`config.mk`:
```
export PLATFORM = sky130hd
export DESIGN_NAME = steak_renderer_flat
export DESIGN_NICKNAME = d
export VERILOG_FILES = /design/src/rtl/steak_renderer_if.sv /design/src/rtl/steak_renderer.sv /design/src/flat_wrapper.sv
export SDC_FILE = /design/constraint.sdc
export NUM_CORES = 1
export LEC_CHECK = 0
export CORE_UTILIZATION = 55
export CTS_BUF_LIST = sky130_fd_sc_hd__clkbuf_8
export DETAILED_ROUTE_END_ITERATION = 10
export PLACE_DENSITY = 0.86
export SETUP_SLACK_MARGIN = 0.05
export SYNTH_ARGS = -nofsm -noshare
export SYNTH_HDL_FRONTEND = slang
export SYNTH_SLANG_ARGS = --single-unit
export TNS_END_PERCENT = 20
```
`constraint.sdc`:
```
create_clock -name clk -period 4.3 [get_ports clk]
set_input_delay 1.29 -clock clk [delete_from_list [all_inputs] [get_ports clk]]
set_output_delay 1.29 -clock clk [all_outputs]
set_load 0.02 [all_outputs]
```
`src/rtl/steak_renderer_if.sv`:
```
// Pixel-write bus between the steak renderer and the VGA adapter, plus the
// colour/redraw inputs it receives from the doneness controller.
interface steak_renderer_if;
    logic [8:0] colour_muscle;
    logic [8:0] colour_fat;
    logic       redraw;
    logic [7:0] x;
    logic [6:0] y;
    logic [8:0] colour;
    logic       plot;
    logic       busy;
    logic       done;

    modport master (
        input  colour_muscle, colour_fat, redraw,
        output x, y, colour, plot, busy, done
    );

    modport slave (
        output colour_muscle, colour_fat, redraw,
        input  x, y, colour, plot, busy, done
    );
endinterface

```
`src/rtl/steak_renderer.sv`:
```
// Redraws the steak sprite (fat rim around a muscle interior) into the VGA
// frame buffer one pixel per clock, only when the colours change or on request.
module steak_renderer #(
    parameter int unsigned X0         = 60,
    parameter int unsigned Y0         = 40,
    parameter int unsigned WIDTH      = 40,
    parameter int unsigned HEIGHT     = 30,
    parameter int unsigned FAT_BORDER = 3
) (
    input  logic             clk,
    input  logic             resetn,
    steak_renderer_if.master vga
);

    localparam logic [1:0] ST_IDLE = 2'd0;
    localparam logic [1:0] ST_LOAD = 2'd1;
    localparam logic [1:0] ST_DRAW = 2'd2;
    localparam logic [1:0] ST_DONE = 2'd3;

    localparam logic [7:0] X0_C    = 8'(X0);
    localparam logic [7:0] CX_LAST = 8'(WIDTH - 1);
    localparam logic [7:0] FB_X    = 8'(FAT_BORDER);
    localparam logic [7:0] FX_HI   = 8'(WIDTH - FAT_BORDER);
    localparam logic [6:0] Y0_C    = 7'(Y0);
    localparam logic [6:0] CY_LAST = 7'(HEIGHT - 1);
    localparam logic [6:0] FB_Y    = 7'(FAT_BORDER);
    localparam logic [6:0] FY_HI   = 7'(HEIGHT - FAT_BORDER);

    function automatic logic [8:0] pick_colour(input logic [7:0] px, input logic [6:0] py,
                                               input logic [8:0] m, input logic [8:0] f);
        if (px < FB_X || px >= FX_HI || py < FB_Y || py >= FY_HI) begin
            return f;
        end else begin
            return m;
        end
    endfunction

    logic [1:0] state_q, state_d;
    logic [8:0] snap_m_q, snap_m_d, snap_f_q, snap_f_d;
    logic [7:0] cx_q, cx_d, nx_s;
    logic [6:0] cy_q, cy_d, ny_s;
    logic       redraw_req_q, redraw_req_d;
    logic [7:0] x_q, x_d;
    logic [6:0] y_q, y_d;
    logic [8:0] colour_q, colour_d;
    logic       plot_q, plot_d, busy_q, busy_d, done_q, done_d;
    logic       change_s;

    assign change_s = ({vga.colour_muscle, vga.colour_fat} != {snap_m_q, snap_f_q});

    // Next-state and next-pixel logic; outputs are registered so that plot
    // is high in the same cycle the FSM is in DRAW.
    always_comb begin
        state_d      = state_q;
        snap_m_d     = snap_m_q;
        snap_f_d     = snap_f_q;
        cx_d         = cx_q;
        cy_d         = cy_q;
        redraw_req_d = redraw_req_q | vga.redraw;
        x_d          = x_q;
        y_d          = y_q;
        colour_d     = colour_q;
        plot_d       = 1'b0;
        done_d       = 1'b0;
        nx_s         = (cx_q == CX_LAST) ? 8'd0 : cx_q + 8'd1;
        ny_s         = (cx_q == CX_LAST) ? cy_q + 7'd1 : cy_q;
        case (state_q)
            ST_IDLE: begin
                if (change_s || redraw_req_q || vga.redraw) begin
                    state_d = ST_LOAD;
                end else begin
                    state_d = ST_IDLE;
                end
            end
            ST_LOAD: begin
                snap_m_d     = vga.colour_muscle;
                snap_f_d     = vga.colour_fat;
                cx_d         = 8'd0;
                cy_d         = 7'd0;
                redraw_req_d = vga.redraw;
                state_d      = ST_DRAW;
                plot_d       = 1'b1;
                x_d          = X0_C;
                y_d          = Y0_C;
                colour_d     = pick_colour(8'd0, 7'd0, vga.colour_muscle, vga.colour_fat);
            end
            ST_DRAW: begin
                if (cx_q == CX_LAST && cy_q == CY_LAST) begin
                    state_d = ST_DONE;
                    done_d  = 1'b1;
                end else begin
                    cx_d     = nx_s;
                    cy_d     = ny_s;
                    plot_d   = 1'b1;
                    x_d      = X0_C + nx_s;
                    y_d      = Y0_C + ny_s;
                    colour_d = pick_colour(nx_s, ny_s, snap_m_q, snap_f_q);
                end
            end
            ST_DONE: begin
                state_d = ST_IDLE;
            end
            default: begin
                state_d = ST_IDLE;
            end
        endcase
        busy_d = (state_d != ST_IDLE);
    end

    // State, snapshot and output registers with synchronous active-low reset.
    always_ff @(posedge clk) begin
        if (!resetn) begin
            state_q      <= ST_IDLE;
            snap_m_q     <= 9'd0;
            snap_f_q     <= 9'd0;
            cx_q         <= 8'd0;
            cy_q         <= 7'd0;
            redraw_req_q <= 1'b1;
            x_q          <= 8'd0;
            y_q          <= 7'd0;
            colour_q     <= 9'd0;
            plot_q       <= 1'b0;
            busy_q       <= 1'b0;
            done_q       <= 1'b0;
        end else begin
            state_q      <= state_d;
            snap_m_q     <= snap_m_d;
            snap_f_q     <= snap_f_d;
            cx_q         <= cx_d;
            cy_q         <= cy_d;
            redraw_req_q <= redraw_req_d;
            x_q          <= x_d;
            y_q          <= y_d;
            colour_q     <= colour_d;
            plot_q       <= plot_d;
            busy_q       <= busy_d;
            done_q       <= done_d;
        end
    end

    assign vga.x      = x_q;
    assign vga.y      = y_q;
    assign vga.colour = colour_q;
    assign vga.plot   = plot_q;
    assign vga.busy   = busy_q;
    assign vga.done   = done_q;

endmodule

```
`src/flat_wrapper.sv`:
```
// flat-port wrapper written by rule: the top's interface ports become plain ports
module steak_renderer_flat 
#(
    parameter int unsigned X0         = 60,
    parameter int unsigned Y0         = 40,
    parameter int unsigned WIDTH      = 40,
    parameter int unsigned HEIGHT     = 30,
    parameter int unsigned FAT_BORDER = 3
)
  (clk, resetn, vga_colour_muscle, vga_colour_fat, vga_redraw, vga_x, vga_y, vga_colour, vga_plot, vga_busy, vga_done);
  steak_renderer_if vga_i ();
  input  logic clk;
  input  logic resetn;
  input wire logic [$bits(vga_i.colour_muscle)-1:0] vga_colour_muscle;
  input wire logic [$bits(vga_i.colour_fat)-1:0] vga_colour_fat;
  input wire logic [$bits(vga_i.redraw)-1:0] vga_redraw;
  output wire logic [$bits(vga_i.x)-1:0] vga_x;
  output wire logic [$bits(vga_i.y)-1:0] vga_y;
  output wire logic [$bits(vga_i.colour)-1:0] vga_colour;
  output wire logic [$bits(vga_i.plot)-1:0] vga_plot;
  output wire logic [$bits(vga_i.busy)-1:0] vga_busy;
  output wire logic [$bits(vga_i.done)-1:0] vga_done;
  assign vga_i.colour_muscle = vga_colour_muscle;
  assign vga_i.colour_fat = vga_colour_fat;
  assign vga_i.redraw = vga_redraw;
  assign vga_x = vga_i.x;
  assign vga_y = vga_i.y;
  assign vga_colour = vga_i.colour;
  assign vga_plot = vga_i.plot;
  assign vga_busy = vga_i.busy;
  assign vga_done = vga_i.done;
  steak_renderer #(.X0(X0), .Y0(Y0), .WIDTH(WIDTH), .HEIGHT(HEIGHT), .FAT_BORDER(FAT_BORDER)) u_core (.clk(clk), .resetn(resetn), .vga(vga_i));
endmodule
```
==> results of run 1 <==
## through the flow
stage / hold WS (ns) / power, W / instance area, um2 / std cells
final: 0.488 / 0.00154 / 4030 / 505
after global routing: 0.527 / 0.00162 / 4030 / 505
after CTS: 0.494 / 0.00154 / 4030 / 505
after detailed placement: 0.483 / 0.00110 / 3860 / 489
after global placement: 0.462 / 0.00109 / 3860 / 489
after floorplan: 0.448 / 0.000943 / 3430 / 396
## critical path, cell delays in order, from the launching register on
cell       delay, ns
dfxtp_1         0.42
or4_4           0.60
nor2_1          0.53
and3_1          0.30
xor2_1          0.35
inv_1           0.12
ha_1            0.20
a21boi_0        0.13
a2111oi_2       0.30
buf_4           0.28
mux2i_1         0.20
## worst min-delay path by stage
stage | from | end | slack, ns
after floorplan | u_core.redraw_req_q$_SDFF_PN1_ | u_core.redraw_req_q$_SDFF_PN1_ | 0.45
after global placement | u_core.redraw_req_q$_SDFF_PN1_ | u_core.redraw_req_q$_SDFF_PN1_ | 0.46
after detailed placement | u_core.vga.y[6]$_SDFFE_PN0P_ | u_core.vga.y[6]$_SDFFE_PN0P_ | 0.48
after CTS | u_core.vga.y[6]$_SDFFE_PN0P_ | u_core.vga.y[6]$_SDFFE_PN0P_ | 0.49
after global routing | u_core.redraw_req_q$_SDFF_PN1_ | u_core.redraw_req_q$_SDFF_PN1_ | 0.53
final | u_core.vga.y[6]$_SDFFE_PN0P_ | u_core.vga.y[6]$_SDFFE_PN0P_ | 0.49
## routing by layer
metal  vias up  part of all wire, %
met3        11                  3.7
met1      1374                   47
li1       1447                    -
met4         0                  1.3
met5         -                    0
met2        58                   48
## area by class of cell
class	count	area, um2
inverter	12	45.0
clock buffer	10	138
timing repair buffer	51	500
sequential	58	1160
fill	495	1930
clock inverter	6	33.8
multi-input combinational	293	2060
tap	75	93.8
## state kept, by name (all words and copies together), names as in the netlist
register,count
u_core.cx_q,8
u_core.cy_q,7
u_core.redraw_req_q,1
u_core.snap_f_q,9
u_core.snap_m_q,9
u_core.state_q,2
u_core.vga.busy,1
u_core.vga.colour,9
u_core.vga.done,1
u_core.vga.plot,1
u_core.vga.x,6
u_core.vga.y,4
## power groups by stage
stage | Combinational [W] | Sequential, W | Clock, W
2_1_floorplan | 0.000249 | 0.000694 | 0
3_3_place_gp | 0.000429 | 0.000661 | 0
3_5_place_dp | 0.000440 | 0.000663 | 0
4_1_cts | 0.000443 | 0.000652 | 0.000442
5_1_grt | 0.000483 | 0.000661 | 0.000474
6_report | 0.000442 | 0.000653 | 0.000440
## kinds of logic (layout without fill, tap and decap cells)
group / Yosys count / after routing / synth area share, %
AO/OA/AOI/OAI: 90 / 90 / 18.2
flip-flops: 58 / 58 / 33.8
multiplexers: 29 / 29 / 8.45
AND/OR/NAND/NOR: 126 / 126 / 19.6
adder cells (fa/ha/maj): 13 / 13 / 4.74
XOR/XNOR: 35 / 35 / 8.93
buffers and inverters: 45 / 79 / 6.27
## synthesized netlist by cell type (all sizes together), types with 4 or more instances
| master | instances |
|---|---|
| a21oi | 28 |
| a22o | 9 |
| a22oi | 10 |
| and2 | 6 |
| buf | 13 |
| clkbuf | 20 |
| dfxtp | 58 |
| ha | 13 |
| inv | 12 |
| mux2i | 29 |
| nand2 | 21 |
| nand3 | 17 |
| nand4 | 4 |
| nor2 | 20 |
| nor2b | 32 |
| nor3 | 6 |
| o21a | 10 |
| o21ai | 8 |
| xnor2 | 15 |
| xor2 | 20 |
==> flow_summary.json, run 1 <==
{
  "status": "finished clean",
  "ctsResizeCount": 0,
  "internal_power_w": 0.00102,
  "finClkSkew_ns": 0.00814,
  "drc_errors": 0,
  "reg2reg_depth": 10,
  "layout_min_cycle_time_ns": 3.50,
  "leakagePower_nw": 1.49,
  "setup.worst_path.start_class": "flip-flop",
  "rsz0062_at_grt": "no",
  "clockBufferDepth": 2,
  "grt.met3_usage_pct": 4.61,
  "seqPwrFrac_pct": 42.5,
  "antenna_found_initial": 0,
  "critical_path_class": "flip-flop to flip-flop",
  "syn_area_um2": 3430,
  "worst_pin_slew_ns": 0.918,
  "design.portCount": 48,
  "initial_core_util_pct": 57.6,
  "vdd_ir_drop_max_uv": 287,
  "r2r_setup_slack_ns": 0.80,
  "rr_startpoint": "u_core.cx_q[3]$_SDFFE_PN0P_",
  "nets": 459,
  "synth_cell_types": 52,
  "die_h_um": 81.0,
  "area_growth_pct": 17.3,
  "synth-edff-count": 0,
  "cp.arrival_ns": 3.77,
  "setup_viol": 0,
  "numCtsBuffers": 9,
  "switching_share_pct": 33.8,
  "yosys_warnings": 0,
  "post-place-ws_ns": 0.856,
  "cts_root_buffer": "clkbuf_8",
  "worstSetupEndpoint": "u_core.vga.colour[8]$_SDFFE_PN0P_",
  "io_buffers": 47,
  "cp_max_fo": 12,
  "cts_hold_buf": 0,
  "ys_ff_latch": 58,
  "gp_congestion": 0.898,
  "grt_max_degree": 29,
  "max-slew-margin-rel_pct": 38.0,
  "path_clk_slew_ns": 0.07,
  "die_w_um": 81.0,
  "power.density_nw_per_um2": 381,
  "avgViaCountPerCell": 5.72,
  "grt_pass1_wl_mm": 12.9,
  "numClockSinks": 58,
  "maxCapViolations": 0,
  "track_usage_pct": 26.0,
  "met1_usage_pct": 34.9,
  "max_clock_freq_ghz": 0.286,
  "synth_area_leaders": "dfxtp_1 34%, mux2i_1 8.5%, nor2b_1 5.8%",
  "rows": 28,
  "drtIter0Drc": 155,
  "hold_viol": 0,
  "r2r_end": "u_core.vga.colour[8]$_SDFFE_PN0P_",
  "synth_area_leader_cell": "dfxtp_1",
  "wl_mm": 7.86,
  "p_comb_share_pct": 28.8,
  "final_common_cell": "dfxtp_1",
  "crit_start": "u_core.cx_q[3]$_SDFFE_PN0P_",
  "clk_latency_ns": 0.34,
  "postSynthAreaPerCell_um2": 8.67,
  "drv_slew": 0,
  "finalSetupTns_ns": 0,
  "endpoint_kind": "flip-flop",
  "drive_gt1_share_pct": 6.05,
  "post_cts_buffers": 0,
  "tritoncts": "yes",
  "drtAntennaViolNets": 0,
  "diodes": 0,
  "syn-instance-count": 396,
  "seq_area_frac_synth_pct": 33.8,
  "overflow": 0,
  "synth_nets": 430,
  "hold_path.class": "flip-flop to flip-flop",
  "first_pass_iters": 4,
  "p_clk_share_pct": 28.7,
  "grt_busiest_layer": "met2",
  "vias": 2890,
  "grt_pass1_vias": 2738,
  "met2_usage_pct": 40.7,
  "synthFlopType": "dfxtp_1",
  "dpl.hpwl_mm": 5.52,
  "core_area_um2": 5960,
  "htreeDepth": 3,
  "async_flop_share_pct": 0,
  "period_share_pct": 81.4,
  "cp_data_required_time_ns": 4.57,
  "synth_top_area_share_pct": 33.8,
  "whs_path_depth": 2,
  "worst_slack_ns": 0.800,
  "p_switching_w": 0.000518,
  "dieArea_um2": 6560,
  "final_cell_mix": "58 x dfxtp_1, 47 x clkdlybuf4s50_1, 32 x nor2b_1, 29 x mux2i_1, 28 x a21oi_1",
  "wl_per_cell_um": 15.6,
  "utilization_pct": 67.6
}
No activity file was read; power rests on OpenSTA's default activity.
==> inputs of run 2 (changes only) <==
Clock period 4.3 ns to 3.6 ns, I/O delays scaled along.
==> flow_summary.json, run 2 (same netlist as run 1, synthesis figures left out) <==
{
  "io_buffers": 47,
  "drive_gt1_share_pct": 6.47,
  "power.density_nw_per_um2": 480,
  "top_layer_used": "met4",
  "first_pass_iters": 4,
  "clockBufferDepth": 2,
  "area_growth_pct": 19.3,
  "cts_root_buffer": "clkbuf_8",
  "final_cell_mix": "58 x dfxtp_1, 47 x clkdlybuf4s50_1, 32 x nor2b_1, 29 x mux2i_1, 28 x a21oi_1",
  "clk_latency_ns": 0.35,
  "period_share_pct": 87.6,
  "tritoncts": "yes",
  "drtAntennaViolNets": 0,
  "wl_met3_um": 412,
  "overflow": 0,
  "numCtsBuffers": 9,
  "initial_core_util_pct": 57.6,
  "die_w_um": 81.0,
  "avgViaCountPerCell": 5.87,
  "grt_max_degree": 49,
  "max_clock_freq_ghz": 0.317,
  "hold_path.class": "flip-flop to flip-flop",
  "rows": 28,
  "wl_per_cell_um": 16.3,
  "hold_viol": 0,
  "dr_wl_met2_mm": 3.94,
  "gp_congestion": 0.901,
  "worst_pin_slew_ns": 0.992,
  "setup_viol": 0,
  "rsz0062_at_grt": "no",
  "layout_min_cycle_time_ns": 3.15,
  "diodes": 0,
  "drv_slew": 0,
  "critical_path_class": "flip-flop to flip-flop",
  "place_area_um2": 3880,
  "path_clk_slew_ns": 0.06,
  "leakagePower_nw": 1.54,
  "endpoint_kind": "flip-flop",
  "finalSetupTns_ns": 0,
  "max-slew-margin-rel_pct": 33.0,
  "design.portCount": 48,
  "post-place-ws_ns": 0.536,
  "drtIter0Drc": 188,
  "track_usage_pct": 27.3,
  "final_common_cell": "dfxtp_1",
  "drc_errors": 0,
  "dieArea_um2": 6560,
  "drt-met1-wl_mm": 3.71,
  "post_cts_buffers": 0,
  "htreeDepth": 3,
  "maxCapViolations": 0,
  "vias": 2983,
  "dpl.hpwl_mm": 5.67,
  "cp_data_required_time_ns": 3.87,
  "wl_mm": 8.27,
  "grt_pass1_wl_mm": 13.5,
  "cts_hold_buf": 0,
  "ctsResizeCount": 0,
  "grt_pass1_vias": 2818,
  "status": "finished clean",
  "core_area_um2": 5960,
  "fin_area_um2": 4100,
  "die_h_um": 81.0,
  "cp.arrival_ns": 3.43,
  "numClockSinks": 58,
  "finClkSkew_ns": 0.00610,
  "vdd_ir_drop_max_uv": 293,
  "setup.worst_path.start_class": "flip-flop",
  "antenna_found_initial": 0,
  "nets": 462,
  "worst_slack_ns": 0.445,
  "cp_max_fo": 9
}
run 2: changes by cell type in the layout (fill, tap and decap cells not counted), sizes merged:
cell	before	now
buf	4	7
bufinv	0	1
clkbuf	10	13
clkinv	3	0
clkinvlp	2	0
inv	13	14
run 2: metal layers:
layer / track usage [%] / up-vias
li1: - / 1451
met1: 35.6 / 1417
met2: 43.2 / 92
met3: 4.27 / 23
met4: 14.6 / 0
met5: 0 / -
run 2: path summary, 6_finish.rpt:
kind,slack (ns),start,cells after the start,endpoint
min reg2reg,0.49,u_core.vga.y[6]$_SDFFE_PN0P_,2,u_core.vga.y[6]$_SDFFE_PN0P_
min,0.49,u_core.vga.y[6]$_SDFFE_PN0P_,2,u_core.vga.y[6]$_SDFFE_PN0P_
max reg2reg,0.45,u_core.cx_q[4]$_SDFFE_PN0P_,10,u_core.vga.colour[0]$_SDFFE_PN0P_
max,0.45,u_core.cx_q[4]$_SDFFE_PN0P_,10,u_core.vga.colour[0]$_SDFFE_PN0P_
run 2: stage by stage:
| step | util [%] | std cells | power [W] | hold slack (ns) |
|---|---|---|---|---|
| 2_1_floorplan | - | 396 | 0.00113 | 0.448 |
| 3_3_place_gp | 65.1 | 492 | 0.00131 | 0.461 |
| 3_5_place_dp | 65.1 | 492 | 0.00132 | 0.486 |
| 4_1_cts | 68.8 | 508 | 0.00197 | 0.501 |
| 5_1_grt | 68.8 | 508 | 0.00206 | 0.518 |
| 6_report | 68.8 | 508 | 0.00197 | 0.494 |
run 2: report_power, final:
group	switching, W	leakage, nW	internal (W)	total [W]
combinational	0.000298	0.948	0.000237	0.000535
sequential	0.0000593	0.473	0.000719	0.000779
clock	0.000263	0.118	0.000390	0.000654
total	0.000620	1.54	0.00135	0.00197
run 2: critical path, cell delays in order (launching register included):
cell,delay [ns]
dfxtp_1,0.40
or4_4,0.57
nor2_1,0.25
and3_1,0.26
xor2_1,0.33
inv_1,0.13
ha_1,0.20
a21boi_0,0.13
a2111oi_2,0.30
buf_4,0.28
mux2i_1,0.22
run 2: area by class of cell:
class | count | area [um2]
Multi-Input combinational cell | 293 | 2060
Fill cell | 504 | 1860
Sequential cell | 58 | 1160
Timing Repair Buffer | 54 | 523
Clock buffer | 13 | 179
Tap cell | 75 | 93.8
Inverter | 12 | 45.0
Clock inverter | 3 | 37.5
==> inputs of run 3 (changes only) <==
Settings changed: REMOVE_ABC_BUFFERS set to 1.
==> flow_summary.json, run 3 (same netlist as run 1, synthesis figures left out) <==
{
  "place_area_um2": 3870,
  "fin_area_um2": 4030,
  "maxCapViolations": 0,
  "drtIter0Drc": 269,
  "avgViaCountPerCell": 5.80,
  "grt_pass1_wl_mm": 12.8,
  "cp.arrival_ns": 3.64,
  "tritoncts": "yes",
  "grt_max_degree": 49,
  "register_area_um2": 1160,
  "seqPwrFrac_pct": 42.9,
  "antenna_found_initial": 0,
  "clockBufferDepth": 2,
  "setup.worst_path.start_class": "flip-flop",
  "multi_input_area_um2": 2060,
  "initial_core_util_pct": 57.6,
  "final_common_cell": "dfxtp_1",
  "rsz0062_at_grt": "no",
  "final_cell_mix": "58 x dfxtp_1, 47 x clkdlybuf4s50_1, 32 x nor2b_1, 29 x mux2i_1, 28 x a21oi_1",
  "layout_min_cycle_time_ns": 3.37,
  "ctsResizeCount": 0,
  "io_buffers": 47,
  "diodes": 0,
  "vdd_ir_drop_max_uv": 296,
  "post_cts_buffers": 0,
  "utilization_pct": 67.7,
  "setup_viol": 0,
  "p_clk_share_pct": 27.9,
  "max_clock_freq_ghz": 0.297,
  "design.portCount": 48,
  "p_total_w": 0.00182,
  "htreeDepth": 3,
  "p_switching_w": 0.000621,
  "p_comb_share_pct": 29.2,
  "drv_slew": 0,
  "vias": 2934,
  "area_growth_pct": 17.4,
  "path_clk_slew_ns": 0.07,
  "finalSetupTns_ns": 0,
  "track_usage_pct": 25.8,
  "drtAntennaViolNets": 0,
  "rows": 28,
  "cts_hold_buf": 0,
  "internal_power_w": 0.00119,
  "clk_latency_ns": 0.34,
  "core_area_um2": 5960,
  "critical_path_class": "flip-flop to flip-flop",
  "endpoint_kind": "flip-flop",
  "cp_max_fo": 12,
  "status": "finished clean",
  "hold_path.class": "flip-flop to flip-flop",
  "nets": 461,
  "first_pass_iters": 4,
  "power.density_nw_per_um2": 450,
  "fillers": 508,
  "switching_share_pct": 34.2,
  "drive_gt1_share_pct": 6.50,
  "final_cell_count_no_fill": 506,
  "dpl.hpwl_mm": 5.59,
  "drc_errors": 0,
  "max-slew-margin-rel_pct": 33.7,
  "grt_pass1_vias": 2760,
  "numCtsBuffers": 9,
  "cts_root_buffer": "clkbuf_8",
  "dieArea_um2": 6560,
  "numClockSinks": 58,
  "hold_viol": 0,
  "wl_mm": 7.96,
  "die_w_um": 81.0,
  "worst_pin_slew_ns": 0.982,
  "overflow": 0,
  "period_share_pct": 93.7,
  "die_h_um": 81.0,
  "dp_cells": 491,
  "cp_data_required_time_ns": 3.87,
  "finClkSkew_ns": 0.00904,
  "leakagePower_nw": 1.50,
  "gp_congestion": 0.924,
  "wl_per_cell_um": 15.7
}
[run 3: cell type report]
| cell class | instances | area share, % |
|---|---|---|
| clock buffer | 9 | 3.07 |
| clock inverter | 6 | 0.869 |
| inverter | 12 | 1.12 |
| multi-input combinational | 293 | 51.0 |
| sequential | 58 | 28.8 |
| tap | 75 | 2.33 |
| timing repair buffer | 53 | 12.8 |
[run 3: power by group through the flow]
stage	Clock, W	Combinational (W)	Sequential [W]
4_1_cts	0.000513	0.000529	0.000779
5_1_grt	0.000543	0.000574	0.000789
3_3_place_gp	0	0.000513	0.000788
3_5_place_dp	0	0.000526	0.000793
2_1_floorplan	0	0.000276	0.000832
6_report	0.000507	0.000530	0.000779
[run 3: per-layer routing]
metal | track usage [%] | wire (um) | up-vias
li1 | - | - | 1451
met1 | 29.7 | 3390 | 1379
met2 | 45.4 | 3990 | 92
met3 | 5.84 | 436 | 12
met4 | 11.3 | 152 | 0
met5 | 0 | 0 | -
[run 3: through the flow]
stage,hold slack (ns),worst slack [ns]
final,0.488,0.227
after global routing,0.526,0.0662
after CTS,0.499,0.258
after detailed placement,0.474,0.311
after global placement,0.461,0.527
after floorplan,0.448,0.0357
[run 3: path summary, 6_finish.rpt]
kind | slack, ns | cells past startpoint | end | startpoint
max | 0.23 | 11 | u_core.vga.colour[2]$_SDFFE_PN0P_ | u_core.cx_q[3]$_SDFFE_PN0P_
max reg2reg | 0.23 | 11 | u_core.vga.colour[2]$_SDFFE_PN0P_ | u_core.cx_q[3]$_SDFFE_PN0P_
min | 0.49 | 2 | u_core.redraw_req_q$_SDFF_PN1_ | u_core.redraw_req_q$_SDFF_PN1_
min reg2reg | 0.49 | 2 | u_core.redraw_req_q$_SDFF_PN1_ | u_core.redraw_req_q$_SDFF_PN1_
[run 3: worst max-delay path, stage by stage, from the launching register on]
cell and delay [ns]:
dfxtp_1 0.43, or4_4 0.60, nor2_1 0.22, buf_4 0.21
nand4_1 0.14, xnor2_1 0.22, ha_1 0.26, a311oi_1 0.26
o311ai_1 0.20, a2111oi_2 0.26, buf_4 0.28, mux2i_1 0.22
